==> src/rtl/spam_console_uart_pkg.sv <==
// Shared types and constants for the SPAM console UART bridge.
package spam_console_uart_pkg;

   typedef enum logic [1:0] {
      S_IDLE  = 2'd0,
      S_START = 2'd1,
      S_DATA  = 2'd2,
      S_STOP  = 2'd3
   } uart_state_e;

   localparam int FRAME_BITS = 10;
   localparam int DATA_BITS  = FRAME_BITS - 2;

endpackage

==> src/rtl/spam_console_uart_if.sv <==
// Console-side sys_* port: the console is the master, the UART bridge the slave.
interface spam_console_uart_if;
   logic [8:0] sys_odata;
   logic [8:0] sys_idata;
   logic       sys_tookdata;

   modport master (output sys_odata, output sys_tookdata, input sys_idata);
   modport slave  (input sys_odata, input sys_tookdata, output sys_idata);
endinterface

==> src/rtl/spam_console_fifo.sv <==
// Synchronous FIFO with extra-MSB pointers; a push on full is accepted only alongside a pop.
module spam_console_fifo #(
   parameter int WIDTH = 8,
   parameter int DEPTH = 16
) (
   input  logic             clk,
   input  logic             rst_b,
   input  logic             push,
   input  logic [WIDTH-1:0] din,
   input  logic             pop,
   output logic             full,
   output logic             empty,
   output logic [WIDTH-1:0] head
);
   localparam int AW = $clog2(DEPTH);

   logic [AW:0]      wr_ptr_q, wr_ptr_d;
   logic [AW:0]      rd_ptr_q, rd_ptr_d;
   logic [WIDTH-1:0] mem_q [DEPTH];
   logic             do_push, do_pop;

   always_comb begin
      empty    = (wr_ptr_q == rd_ptr_q);
      full     = (wr_ptr_q[AW] != rd_ptr_q[AW]) && (wr_ptr_q[AW-1:0] == rd_ptr_q[AW-1:0]);
      do_pop   = pop & ~empty;
      do_push  = push & (~full | do_pop);
      wr_ptr_d = do_push ? wr_ptr_q + 1'b1 : wr_ptr_q;
      rd_ptr_d = do_pop ? rd_ptr_q + 1'b1 : rd_ptr_q;
      head     = mem_q[rd_ptr_q[AW-1:0]];
   end

   always_ff @(posedge clk or negedge rst_b) begin
      if (!rst_b) begin
         wr_ptr_q <= '0;
         rd_ptr_q <= '0;
      end else begin
         wr_ptr_q <= wr_ptr_d;
         rd_ptr_q <= rd_ptr_d;
      end
   end

   // Storage needs no reset: pointers alone define what is valid.
   always_ff @(posedge clk) begin
      if (do_push) mem_q[wr_ptr_q[AW-1:0]] <= din;
   end

endmodule

==> src/rtl/spam_console_uart.sv <==
// SPAM console bridge: buffered 8N1 transmitter, synchronised receiver with FIFO,
// and the console {present, byte} port with its one-cycle-late take acknowledge.
//
// state   | TX meaning                    | RX meaning
// IDLE    | line high, waiting for data   | waiting for falling edge
// START   | driving start bit (0)         | half-bit wait, glitch recheck
// DATA    | shifting 8 bits LSB first     | sampling 8 bits mid-bit
// STOP    | driving stop bit (1)          | waiting for stop sample
module spam_console_uart
   import spam_console_uart_pkg::*;
#(
   parameter int CLK_HZ   = 50000000,
   parameter int BAUD     = 115200,
   parameter int TX_DEPTH = 16,
   parameter int RX_DEPTH = 16
) (
   input  logic               clk,
   input  logic               rst_b,
   spam_console_uart_if.slave sys,
   output logic               uart_tx,
   input  logic               uart_rx,
   output logic               tx_overflow,
   output logic               rx_overflow,
   output logic               rx_frame_err
);
   localparam int             DIV       = CLK_HZ / BAUD;
   localparam int             CW        = $clog2(DIV);
   localparam logic [CW-1:0]  BIT_LOAD  = CW'(DIV - 1);
   localparam logic [CW-1:0]  HALF_LOAD = CW'(DIV / 2 - 1);
   localparam logic [CW-1:0]  ONE       = CW'(1);
   localparam logic [2:0]     LAST_BIT  = 3'(DATA_BITS - 1);

   if (DIV < 4) begin : g_bad_div
      $error("spam_console_uart: CLK_HZ/BAUD must be at least 4");
   end
   if (TX_DEPTH < 2 || (TX_DEPTH & (TX_DEPTH - 1)) != 0) begin : g_bad_txd
      $error("spam_console_uart: TX_DEPTH must be a power of two >= 2");
   end
   if (RX_DEPTH < 2 || (RX_DEPTH & (RX_DEPTH - 1)) != 0) begin : g_bad_rxd
      $error("spam_console_uart: RX_DEPTH must be a power of two >= 2");
   end

   uart_state_e tx_state_q, tx_state_d, rx_state_q, rx_state_d;
   logic [CW-1:0] tx_cnt_q, tx_cnt_d, rx_cnt_q, rx_cnt_d;
   logic [7:0]    tx_shift_q, tx_shift_d, rx_shift_q, rx_shift_d;
   logic [2:0]    tx_bit_q, tx_bit_d, rx_bit_q, rx_bit_d;
   logic          tx_line_q, tx_line_d;
   logic          rx_meta_q, rx_meta_d, rx_sync_q, rx_sync_d, rx_prev_q, rx_prev_d;
   logic          rx_push_q, rx_push_d;
   logic          tx_ovf_q, tx_ovf_d, rx_ovf_q, rx_ovf_d, rx_ferr_q, rx_ferr_d;
   logic          pres_q, pres_d;

   logic          tx_full, tx_empty, tx_pop, tx_strobe;
   logic [7:0]    tx_head;
   logic          rx_full, rx_empty, rx_pop;
   logic [7:0]    rx_head;
   logic [8:0]    idata;

   spam_console_fifo #(.WIDTH(8), .DEPTH(TX_DEPTH)) u_tx_fifo (
      .clk(clk), .rst_b(rst_b), .push(tx_strobe), .din(sys.sys_odata[7:0]),
      .pop(tx_pop), .full(tx_full), .empty(tx_empty), .head(tx_head)
   );

   spam_console_fifo #(.WIDTH(8), .DEPTH(RX_DEPTH)) u_rx_fifo (
      .clk(clk), .rst_b(rst_b), .push(rx_push_q), .din(rx_shift_q),
      .pop(rx_pop), .full(rx_full), .empty(rx_empty), .head(rx_head)
   );

   // Masking during tookdata hides the head that is being consumed this cycle.
   always_comb begin
      tx_strobe = sys.sys_odata[8];
      idata     = {~rx_empty & ~sys.sys_tookdata,
                   (rx_empty | sys.sys_tookdata) ? 8'h00 : rx_head};
      pres_d    = idata[8];
      rx_pop    = sys.sys_tookdata & pres_q;
      tx_ovf_d  = tx_ovf_q | (tx_strobe & tx_full & ~tx_pop);
      rx_ovf_d  = rx_ovf_q | (rx_push_q & rx_full & ~rx_pop);
   end

   assign sys.sys_idata = idata;
   assign uart_tx       = tx_line_q;
   assign tx_overflow   = tx_ovf_q;
   assign rx_overflow   = rx_ovf_q;
   assign rx_frame_err  = rx_ferr_q;

   // STOP hands straight to the next queued byte so frames run back to back.
   always_comb begin
      tx_state_d = tx_state_q;
      tx_cnt_d   = tx_cnt_q;
      tx_shift_d = tx_shift_q;
      tx_bit_d   = tx_bit_q;
      tx_line_d  = tx_line_q;
      tx_pop     = 1'b0;
      case (tx_state_q)
         S_START: begin
            if (tx_cnt_q == '0) begin
               tx_state_d = S_DATA;
               tx_cnt_d   = BIT_LOAD;
               tx_bit_d   = 3'd0;
               tx_line_d  = tx_shift_q[0];
            end else tx_cnt_d = tx_cnt_q - ONE;
         end
         S_DATA: begin
            if (tx_cnt_q == '0) begin
               tx_cnt_d = BIT_LOAD;
               if (tx_bit_q == LAST_BIT) begin
                  tx_state_d = S_STOP;
                  tx_line_d  = 1'b1;
               end else begin
                  tx_bit_d   = tx_bit_q + 3'd1;
                  tx_shift_d = {1'b0, tx_shift_q[7:1]};
                  tx_line_d  = tx_shift_q[1];
               end
            end else tx_cnt_d = tx_cnt_q - ONE;
         end
         default: begin
            if (tx_state_q == S_STOP && tx_cnt_q != '0) begin
               tx_cnt_d = tx_cnt_q - ONE;
            end else if (!tx_empty) begin
               tx_pop     = 1'b1;
               tx_shift_d = tx_head;
               tx_cnt_d   = BIT_LOAD;
               tx_state_d = S_START;
               tx_line_d  = 1'b0;
            end else begin
               tx_state_d = S_IDLE;
               tx_line_d  = 1'b1;
            end
         end
      endcase
   end

   always_comb begin
      rx_meta_d  = uart_rx;
      rx_sync_d  = rx_meta_q;
      rx_prev_d  = rx_sync_q;
      rx_state_d = rx_state_q;
      rx_cnt_d   = rx_cnt_q;
      rx_shift_d = rx_shift_q;
      rx_bit_d   = rx_bit_q;
      rx_push_d  = 1'b0;
      rx_ferr_d  = rx_ferr_q;
      case (rx_state_q)
         S_IDLE: begin
            if (rx_prev_q & ~rx_sync_q) begin
               rx_state_d = S_START;
               rx_cnt_d   = HALF_LOAD;
            end
         end
         S_START: begin
            if (rx_cnt_q == '0) begin
               rx_state_d = rx_sync_q ? S_IDLE : S_DATA;
               rx_cnt_d   = BIT_LOAD;
               rx_bit_d   = 3'd0;
            end else rx_cnt_d = rx_cnt_q - ONE;
         end
         S_DATA: begin
            if (rx_cnt_q == '0) begin
               rx_cnt_d   = BIT_LOAD;
               rx_shift_d = {rx_sync_q, rx_shift_q[7:1]};
               if (rx_bit_q == LAST_BIT) rx_state_d = S_STOP;
               else rx_bit_d = rx_bit_q + 3'd1;
            end else rx_cnt_d = rx_cnt_q - ONE;
         end
         default: begin
            if (rx_cnt_q == '0) begin
               rx_state_d = S_IDLE;
               rx_push_d  = rx_sync_q;
               rx_ferr_d  = rx_ferr_q | ~rx_sync_q;
            end else rx_cnt_d = rx_cnt_q - ONE;
         end
      endcase
   end

   always_ff @(posedge clk or negedge rst_b) begin
      if (!rst_b) begin
         tx_state_q <= S_IDLE;
         tx_cnt_q   <= '0;
         tx_shift_q <= '0;
         tx_bit_q   <= '0;
         tx_line_q  <= 1'b1;
         rx_meta_q  <= 1'b1;
         rx_sync_q  <= 1'b1;
         rx_prev_q  <= 1'b1;
         rx_state_q <= S_IDLE;
         rx_cnt_q   <= '0;
         rx_shift_q <= '0;
         rx_bit_q   <= '0;
         rx_push_q  <= 1'b0;
         tx_ovf_q   <= 1'b0;
         rx_ovf_q   <= 1'b0;
         rx_ferr_q  <= 1'b0;
         pres_q     <= 1'b0;
      end else begin
         tx_state_q <= tx_state_d;
         tx_cnt_q   <= tx_cnt_d;
         tx_shift_q <= tx_shift_d;
         tx_bit_q   <= tx_bit_d;
         tx_line_q  <= tx_line_d;
         rx_meta_q  <= rx_meta_d;
         rx_sync_q  <= rx_sync_d;
         rx_prev_q  <= rx_prev_d;
         rx_state_q <= rx_state_d;
         rx_cnt_q   <= rx_cnt_d;
         rx_shift_q <= rx_shift_d;
         rx_bit_q   <= rx_bit_d;
         rx_push_q  <= rx_push_d;
         tx_ovf_q   <= tx_ovf_d;
         rx_ovf_q   <= rx_ovf_d;
         rx_ferr_q  <= rx_ferr_d;
         pres_q     <= pres_d;
      end
   end

endmodule

==> src/flat_wrapper.sv <==
// flat-port wrapper written by rule: the top's interface ports become plain ports
module spam_console_uart_flat import spam_console_uart_pkg::*;
#(
   parameter int CLK_HZ   = 50000000,
   parameter int BAUD     = 115200,
   parameter int TX_DEPTH = 16,
   parameter int RX_DEPTH = 16
)
  (clk, rst_b, uart_tx, uart_rx, tx_overflow, rx_overflow, rx_frame_err, sys_sys_odata, sys_sys_tookdata, sys_sys_idata);
  spam_console_uart_if sys_i ();
  input  logic clk;
  input  logic rst_b;
  output logic uart_tx;
  input  logic uart_rx;
  output logic tx_overflow;
  output logic rx_overflow;
  output logic rx_frame_err;
  input wire logic [$bits(sys_i.sys_odata)-1:0] sys_sys_odata;
  input wire logic [$bits(sys_i.sys_tookdata)-1:0] sys_sys_tookdata;
  output wire logic [$bits(sys_i.sys_idata)-1:0] sys_sys_idata;
  assign sys_i.sys_odata = sys_sys_odata;
  assign sys_i.sys_tookdata = sys_sys_tookdata;
  assign sys_sys_idata = sys_i.sys_idata;
  spam_console_uart #(.CLK_HZ(CLK_HZ), .BAUD(BAUD), .TX_DEPTH(TX_DEPTH), .RX_DEPTH(RX_DEPTH)) u_core (.clk(clk), .rst_b(rst_b), .sys(sys_i), .uart_tx(uart_tx), .uart_rx(uart_rx), .tx_overflow(tx_overflow), .rx_overflow(rx_overflow), .rx_frame_err(rx_frame_err));
endmodule
==> config.mk <==
export PLATFORM = sky130hd
export DESIGN_NAME = spam_console_uart_flat
export DESIGN_NICKNAME = d
export VERILOG_FILES = /design/src/rtl/spam_console_uart_pkg.sv /design/src/rtl/spam_console_uart_if.sv /design/src/rtl/spam_console_fifo.sv /design/src/rtl/spam_console_uart.sv /design/src/flat_wrapper.sv
export SDC_FILE = /design/constraint.sdc
export NUM_CORES = 1
export LEC_CHECK = 0
export ABC_AREA = 1
export BUFFER_PORTS_ARGS = -buffer_cell sky130_fd_sc_hd__buf_2
export CAP_MARGIN = 10
export CORE_MARGIN = 5
export CORE_UTILIZATION = 41
export DETAILED_ROUTE_END_ITERATION = 12
export GPL_ROUTABILITY_DRIVEN = 0
export SYNTH_ARGS = -nofsm -noshare
export SYNTH_HDL_FRONTEND = slang
export SYNTH_SLANG_ARGS = --single-unit
==> constraint.sdc <==
create_clock -name clk -period 2.7 [get_ports clk]
set_clock_uncertainty 0.2 [all_clocks]
set_input_delay 0.675 -clock clk [delete_from_list [all_inputs] [get_ports clk]]
set_output_delay 0.675 -clock clk [all_outputs]
set_load 0.01 [all_outputs]
==> flow_metrics.py, run 1 <==
metrics = {
    "die": {
        "ioPinCount": 26,
        "core_um2": 35220,
        "rows": 69,
        "die_h_um": 198.2,
        "initial_utilization_pct": 41.22,
        "die_w_um": 198.2,
        "dieArea_um2": 39270,
    },
    "run_status": {
        "outcome": "complete, but fails checks",
        "failed_checks": "negative setup slack",
    },
    "sta": {
        "worstMarginPinSlew_ns": 0.8431,
        "worst_slack_ns": -0.3018,
        "finalCritPeriodShare_pct": 111.2,
        "hold_violations": 0,
        "rsz0062_at_grt": "true",
        "relSlewSlack_pct": 43.79,
        "setup_viol": 14,
        "finalCriticalPeriod_ns": 3.002,
        "whs_ns": 0.05802,
        "finalSetupTns_ns": -3.650,
        "fmax_mhz": 333.1,
        "slew_violations": 0,
    },
    "placed_design": {
        "hpwl_um": 20600,
        "dp.cells": 1882,
        "io_buffers": 25,
        "dp_slack_ns": 0.1548,
    },
    "clock_network": {
        "cts_tree": "yes",
        "cts_sinks": 329,
        "cts_root_buffer": "clkbuf_16",
        "htreeDepth": 2,
        "path_clk_slew_ns": 0.06,
        "numCtsBuffers": 36,
        "insertion_delay_ns": 0.54,
        "clock_path_buffers": 3,
    },
    "power_and_ir_drop": {
        "intPower_uw": 11320,
        "vdd_drop_max_mv": 0.5269,
        "powerDensity_nw_per_um2": 1050,
        "comb_power_share_pct": 38.6,
        "power_uw": 18090,
        "power_frac_clock_pct": 26.2,
        "p_switching_uw": 6767,
        "p_sw_share_pct": 37.41,
        "p_seq_share_pct": 35.1,
        "p_leak_uw": 0.006915,
    },
    "worst_setup_path": {
        "slowest_stage": "dfrtp_2",
        "path_class": "register to output pin",
        "arrival_ns": 2.13,
        "cp_max_fo": 8,
        "critPathCaptureType": "output pin",
        "cp_cell_sequence": "clkinv_4 > buf_12 > buf_12 > a21oi_1 > a22oi_2 > nand2_1 > nand2_1 > nor2_2 > nor2_1 > buf_2",
        "cp.required_ns": 1.82,
        "start_kind": "register",
        "cpPeakStageDelay_ns": 0.47,
    },
    "hold_path": {
        "hold_class": "input port to register",
    },
    "routing": {
        "first_pass_iters": 5,
        "vias": 9970,
        "vias_per_cell": 5.030,
        "drt-total-wl_um": 33980,
        "dr.first_iter.drc_count": 694,
        "post_drt_wl_per_cell_um": 17.14,
        "drc": 0,
        "postRouteAntennaNets": 0,
    },
    "synthesis": {
        "ys.warnings.count": 0,
        "ys_seq_elements": 329,
        "syn_nets": 1439,
        "synth_ff_type": "edfxtp_1",
        "yosysUniqueCellTypes": 39,
        "syn_area_per_cell_um2": 10.35,
        "synth_edf_count": 256,
        "synth_area_leaders": "edfxtp_1 (53%), dfrtp_1 (12%), nand2_1 (11%)",
        "yosysTopAreaCell": "edfxtp_1",
        "synth_cells": 1403,
        "synthTopCellsByCount": "nand2_1 (437), edfxtp_1 (256), nor2_1 (135), nand3_1 (104), inv_1 (87)",
        "syn_area_um2": 14520,
        "synth.most_common_cell": "nand2_1",
        "synth_top_area_share_pct": 52.95,
        "async_reset_ff_share_pct": 22.19,
        "yosysSeqAreaShare_pct": 65.57,
    },
    "finish": {
        "syn_to_final_growth_pct": 18.66,
        "fin_nets": 1529,
        "multiInputGateArea_um2": 4561,
        "register_area_um2": 9522,
        "drive_above_1_share_pct": 15.84,
        "stdcell_count": 1982,
        "fill_cells": 3164,
        "antenna_cells": 0,
    },
    "global_route": {
        "grt-ovfl-total": 0,
        "grt_pass1_vias": 10010,
        "antenna_found_initial": 0,
        "grt_max_degree": 67,
        "grt_pass1_wl_um": 54570,
        "track_usage_pct": 17.44,
    },
    "flow_run": {
        "cap_violations": 0,
    },
}
cell usage in the layout, fill, tap and decap left out, types with 4 or more instances in the layout:
| cell type | n |
|---|---|
| clkinvlp_4 | 7 |
| nand2_2 | 6 |
| o21ai_0 | 54 |
| clkbuf_1 | 8 |
| o21ai_1 | 19 |
| nand3_1 | 102 |
| nor2_1 | 129 |
| clkinv_1 | 6 |
| edfxtp_1 | 256 |
| buf_2 | 23 |
| inv_1 | 83 |
| buf_12 | 10 |
| clkinv_4 | 4 |
| o2111ai_1 | 5 |
| xor2_1 | 26 |
| clkbuf_16 | 38 |
| dfrtp_1 | 67 |
| dfstp_2 | 4 |
| ha_1 | 23 |
| nand2_4 | 6 |
| nor2_2 | 13 |
| o211ai_1 | 5 |
| nand2_1 | 432 |
| nand4_1 | 4 |
| a21oi_2 | 6 |
| clkinv_2 | 4 |
| a22oi_2 | 10 |
| buf_6 | 9 |
| nor2_4 | 10 |
| buf_4 | 56 |
| inv_2 | 5 |
| o22ai_1 | 5 |
| a21oi_1 | 40 |
worst max-delay path, delay by kind of cell, from the launching register on:
family / cells / cell delay [ns]
buffers and inverters: 4 / 0.54
flip-flops: 1 / 0.47
AND/OR/NAND/NOR: 4 / 0.36
AO/OA/AOI/OAI: 2 / 0.23
per-stage QoR:
| step | cell area (um2) | util [%] |
|---|---|---|
| floorplan | 14520 | - |
| global route | 17230 | 48.91 |
| finish | 17230 | 48.91 |
| detailed placement | 15380 | 43.66 |
| CTS | 17010 | 48.29 |
| global placement | 15380 | 43.66 |
sequential cells by signal, summed over array words and instances, names as in the netlist, 5 cells and up:
register,cells
u_core.u_rx_fifo.rd_ptr_q,5
u_core.u_rx_fifo.mem_q,128
u_core.u_rx_fifo.wr_ptr_q,5
u_core.tx_cnt_q,9
u_core.tx_shift_q,8
u_core.u_tx_fifo.wr_ptr_q,5
u_core.u_tx_fifo.rd_ptr_q,5
u_core.rx_shift_q,8
u_core.rx_cnt_q,9
u_core.u_tx_fifo.mem_q,128
power by group through the flow:
stage	clock network (uW)	registers (uW)	logic, uW
2_1_floorplan	0	6330	4250
3_3_place_gp	0	6430	5890
3_5_place_dp	0	6440	5950
4_1_cts	4850	6360	6710
5_1_grt	5080	6410	7850
6_report	4750	6350	6990
path summary, 6_finish.rpt:
check                                                         start                                       end  slack (ns)  depth (start not counted)
max in group asynchronous                                     rst_b                u_core.uart_tx$_DFFE_PN1P_        1.18                          3
max                        u_core.u_rx_fifo.rd_ptr_q[0]$_DFFE_PN0P_                          sys_sys_idata[2]       -0.30                         10
max reg2reg                u_core.u_rx_fifo.rd_ptr_q[0]$_DFFE_PN0P_  u_core.u_rx_fifo.rd_ptr_q[2]$_DFFE_PN0P_       -0.29                         19
min in group asynchronous                                     rst_b  u_core.u_rx_fifo.wr_ptr_q[2]$_DFFE_PN0P_        0.46                          2
min                                                         uart_rx                u_core.rx_meta_q$_DFF_PN1_        0.06                          1
min reg2reg                              u_core.rx_meta_q$_DFF_PN1_                u_core.rx_prev_d$_DFF_PN1_        0.16                          0
area by class of cell:
class / instances / area share [%]
clock inverters: 18 / 0.9079
flip-flops and latches: 329 / 55.27
inverters: 96 / 2.252
clock buffers: 48 / 5.789
multi-input cells: 923 / 26.47
well taps: 461 / 3.348
repair buffers: 106 / 5.905
repair inverters: 1 / 0.05084
repair_timing:
item,CTS,global route
setup endpoints to repair,9,45
pin swaps,5,14
gates resized for setup,59,42
hold buffers,1,0
buffers inserted,15,11
endpoints found under the hold margin,32,0
gates cloned,7,1
cell families (layout without fill, tap and decap cells):
logic type | Yosys count | in the layout | synth area share (%)
buffers and inverters | 151 | 269 | 4.344
xor gates and xnor gates | 29 | 29 | 1.750
DFF | 329 | 329 | 65.57
and+or+nand+nor | 714 | 714 | 20.34
AOI/OAI and AO/OA | 157 | 157 | 6.016
adders and majority gates | 23 | 23 | 1.982
per-layer routing:
metal	track usage (%)	part of all wire, %	vias up
li1	-	-	4883
met1	23.69	44	4789
met2	28.95	48	221
met3	2.739	4.6	77
met4	5.662	3.1	0
met5	0	0	-
Note: power is estimated with default switching activity, not from simulation.
==> run 2: changes to the inputs <==
--- a/config.mk
+++ b/config.mk
@@ -15,3 +15,4 @@
 export SYNTH_ARGS = -nofsm -noshare
 export SYNTH_HDL_FRONTEND = slang
 export SYNTH_SLANG_ARGS = --single-unit
+export TNS_END_PERCENT = 30
==> flow_metrics.py, run 2 (synthesis gave the netlist of run 1 again) <==
metrics = {
    "run_status": {
        "outcome": "complete, but fails checks",
        "failed_checks": "negative setup slack",
    },
    "worst_setup_path": {
        "cp_max_fo": 7,
        "start_kind": "register",
        "reg2reg_from": "u_core.tx_cnt_q[0]$_DFFE_PN0P_",
        "arrival_ns": 2.12,
        "critPathCaptureType": "output pin",
        "cp.required_ns": 1.82,
        "path_class": "register to output pin",
        "startpoint": "u_core.u_rx_fifo.rd_ptr_q[0]$_DFFE_PN0P_",
    },
    "finish": {
        "most-common-layout-cells": "nand2_1 (431), edfxtp_1 (256), nor2_1 (127), nand3_1 (101), inv_1 (84)",
        "fin_area_um2": 17110,
        "drive_above_1_share_pct": 15.54,
        "final_common_cell": "nand2_1",
        "fin_nets": 1514,
        "syn_to_final_growth_pct": 17.87,
        "antenna_cells": 0,
        "finish.utilization_pct": 48.58,
    },
    "global_route": {
        "antenna_found_initial": 0,
        "grt_pass1_wl_um": 53830,
        "grt_max_degree": 67,
        "track_usage_pct": 17.21,
        "grt-ovfl-total": 0,
        "grt_pass1_vias": 9871,
    },
    "sta": {
        "setup_viol": 9,
        "worst_slack_ns": -0.2990,
        "relSlewSlack_pct": 43.80,
        "rsz0062_at_grt": "true",
        "finalCriticalPeriod_ns": 2.999,
        "fmax_mhz": 333.4,
        "finalSetupTns_ns": -2.047,
        "hold_violations": 0,
        "finalCritPeriodShare_pct": 111.1,
        "worstMarginPinSlew_ns": 0.8431,
        "slew_violations": 0,
        "whs_ns": 0.05795,
    },
    "power_and_ir_drop": {
        "powerDensity_nw_per_um2": 1052,
        "p_leak_uw": 0.006854,
        "vdd_drop_max_mv": 0.5444,
    },
    "die": {
        "dieArea_um2": 39270,
        "ioPinCount": 26,
        "initial_utilization_pct": 41.22,
        "core_um2": 35220,
        "rows": 69,
        "die_h_um": 198.2,
        "die_w_um": 198.2,
    },
    "routing": {
        "postRouteAntennaNets": 0,
        "vias_per_cell": 5.069,
        "post_drt_wl_per_cell_um": 17.31,
        "first_pass_iters": 7,
        "vias": 9971,
        "dr.first_iter.drc_count": 650,
        "drt-total-wl_um": 34060,
        "drc": 0,
    },
    "clock_network": {
        "clock_path_buffers": 3,
        "htreeDepth": 2,
        "path_clk_slew_ns": 0.06,
        "cts_root_buffer": "clkbuf_16",
        "cts_tree": "yes",
        "numCtsBuffers": 36,
        "insertion_delay_ns": 0.54,
        "cts_sinks": 329,
    },
    "hold_path": {
        "min_from": "uart_rx",
        "hold_class": "input port to register",
    },
    "placed_design": {
        "hpwl_um": 20600,
        "io_buffers": 25,
        "place_area_um2": 15380,
    },
    "flow_run": {
        "cap_violations": 0,
    },
}
-- run 2: path summary, 6_finish.rpt --
check | endpoint | slack, ns | depth (start not counted)
max | sys_sys_idata[6] | -0.30 | 9
max in group asynchronous | u_core.uart_tx$_DFFE_PN1P_ | 1.18 | 3
max reg2reg | u_core.u_tx_fifo.mem_q[15][0]$_DFFE_PP_ | 0.14 | 10
min in group asynchronous | u_core.u_rx_fifo.wr_ptr_q[2]$_DFFE_PN0P_ | 0.46 | 2
min reg2reg | u_core.rx_prev_d$_DFF_PN1_ | 0.16 | 0
min | u_core.rx_meta_q$_DFF_PN1_ | 0.06 | 1
-- run 2: layout make-up --
| type | count | area (um2) |
|---|---|---|
| flip-flops and latches | 329 | 9522 |
| clock inverters | 18 | 156.4 |
| repair inverters | 1 | 6.256 |
| clock buffers | 48 | 997.2 |
| inverters | 96 | 379.1 |
| fillers | 3168 | 18110 |
| repair buffers | 91 | 900.9 |
| well taps | 461 | 576.8 |
| multi-input cells | 923 | 4574 |
-- run 2: report_power, final --
group	total, uW	leakage, uW	internal, uW	switching, uW
Clock	4750	0.000549	2730	2020
Sequential	6360	0.00302	5990	363
Combinational	6900	0.00329	2510	4390
Total	18000	0.00685	11200	6770
-- run 2: stage by stage --
| step | power [uW] | setup slack (ns) | instances |
|---|---|---|---|
| after floorplan | 10580 | 0.3333 | 1403 |
| after global placement | 12330 | 0.1861 | 1882 |
| after detailed placement | 12390 | 0.1548 | 1882 |
| after CTS | 17730 | -0.2748 | 1956 |
| after global routing | 19220 | -0.3932 | 1967 |
| final | 18000 | -0.2990 | 1967 |
-- run 2: worst max-delay path, stage by stage (launching register included) --
cell and delay [ns]:
dfrtp_2 0.48, buf_6 0.18, buf_12 0.14, nor2_2 0.04, nor2_1 0.10, o21ai_1 0.08
o211ai_1 0.10, nand3_1 0.13, a31oi_2 0.17, buf_2 0.16
-- run 2: timing repair --
action	CTS	global route
gates resized for setup	45	44
cloned	5	5
setup endpoints to repair	9	40
hold endpoints to repair	32	0
pin swaps	6	10
hold buffers	1	0
setup buffers	2	6
-- run 2: metal layers --
| layer | routed length (um) | up-vias | global-route usage [%] |
|---|---|---|---|
| met4 | 965 | 0 | 5.509 |
| met5 | 0 | - | 0 |
| met2 | 16280 | 264 | 28.48 |
| met1 | 14820 | 4792 | 23.50 |
| li1 | - | 4852 | - |
| met3 | 1989 | 63 | 2.654 |
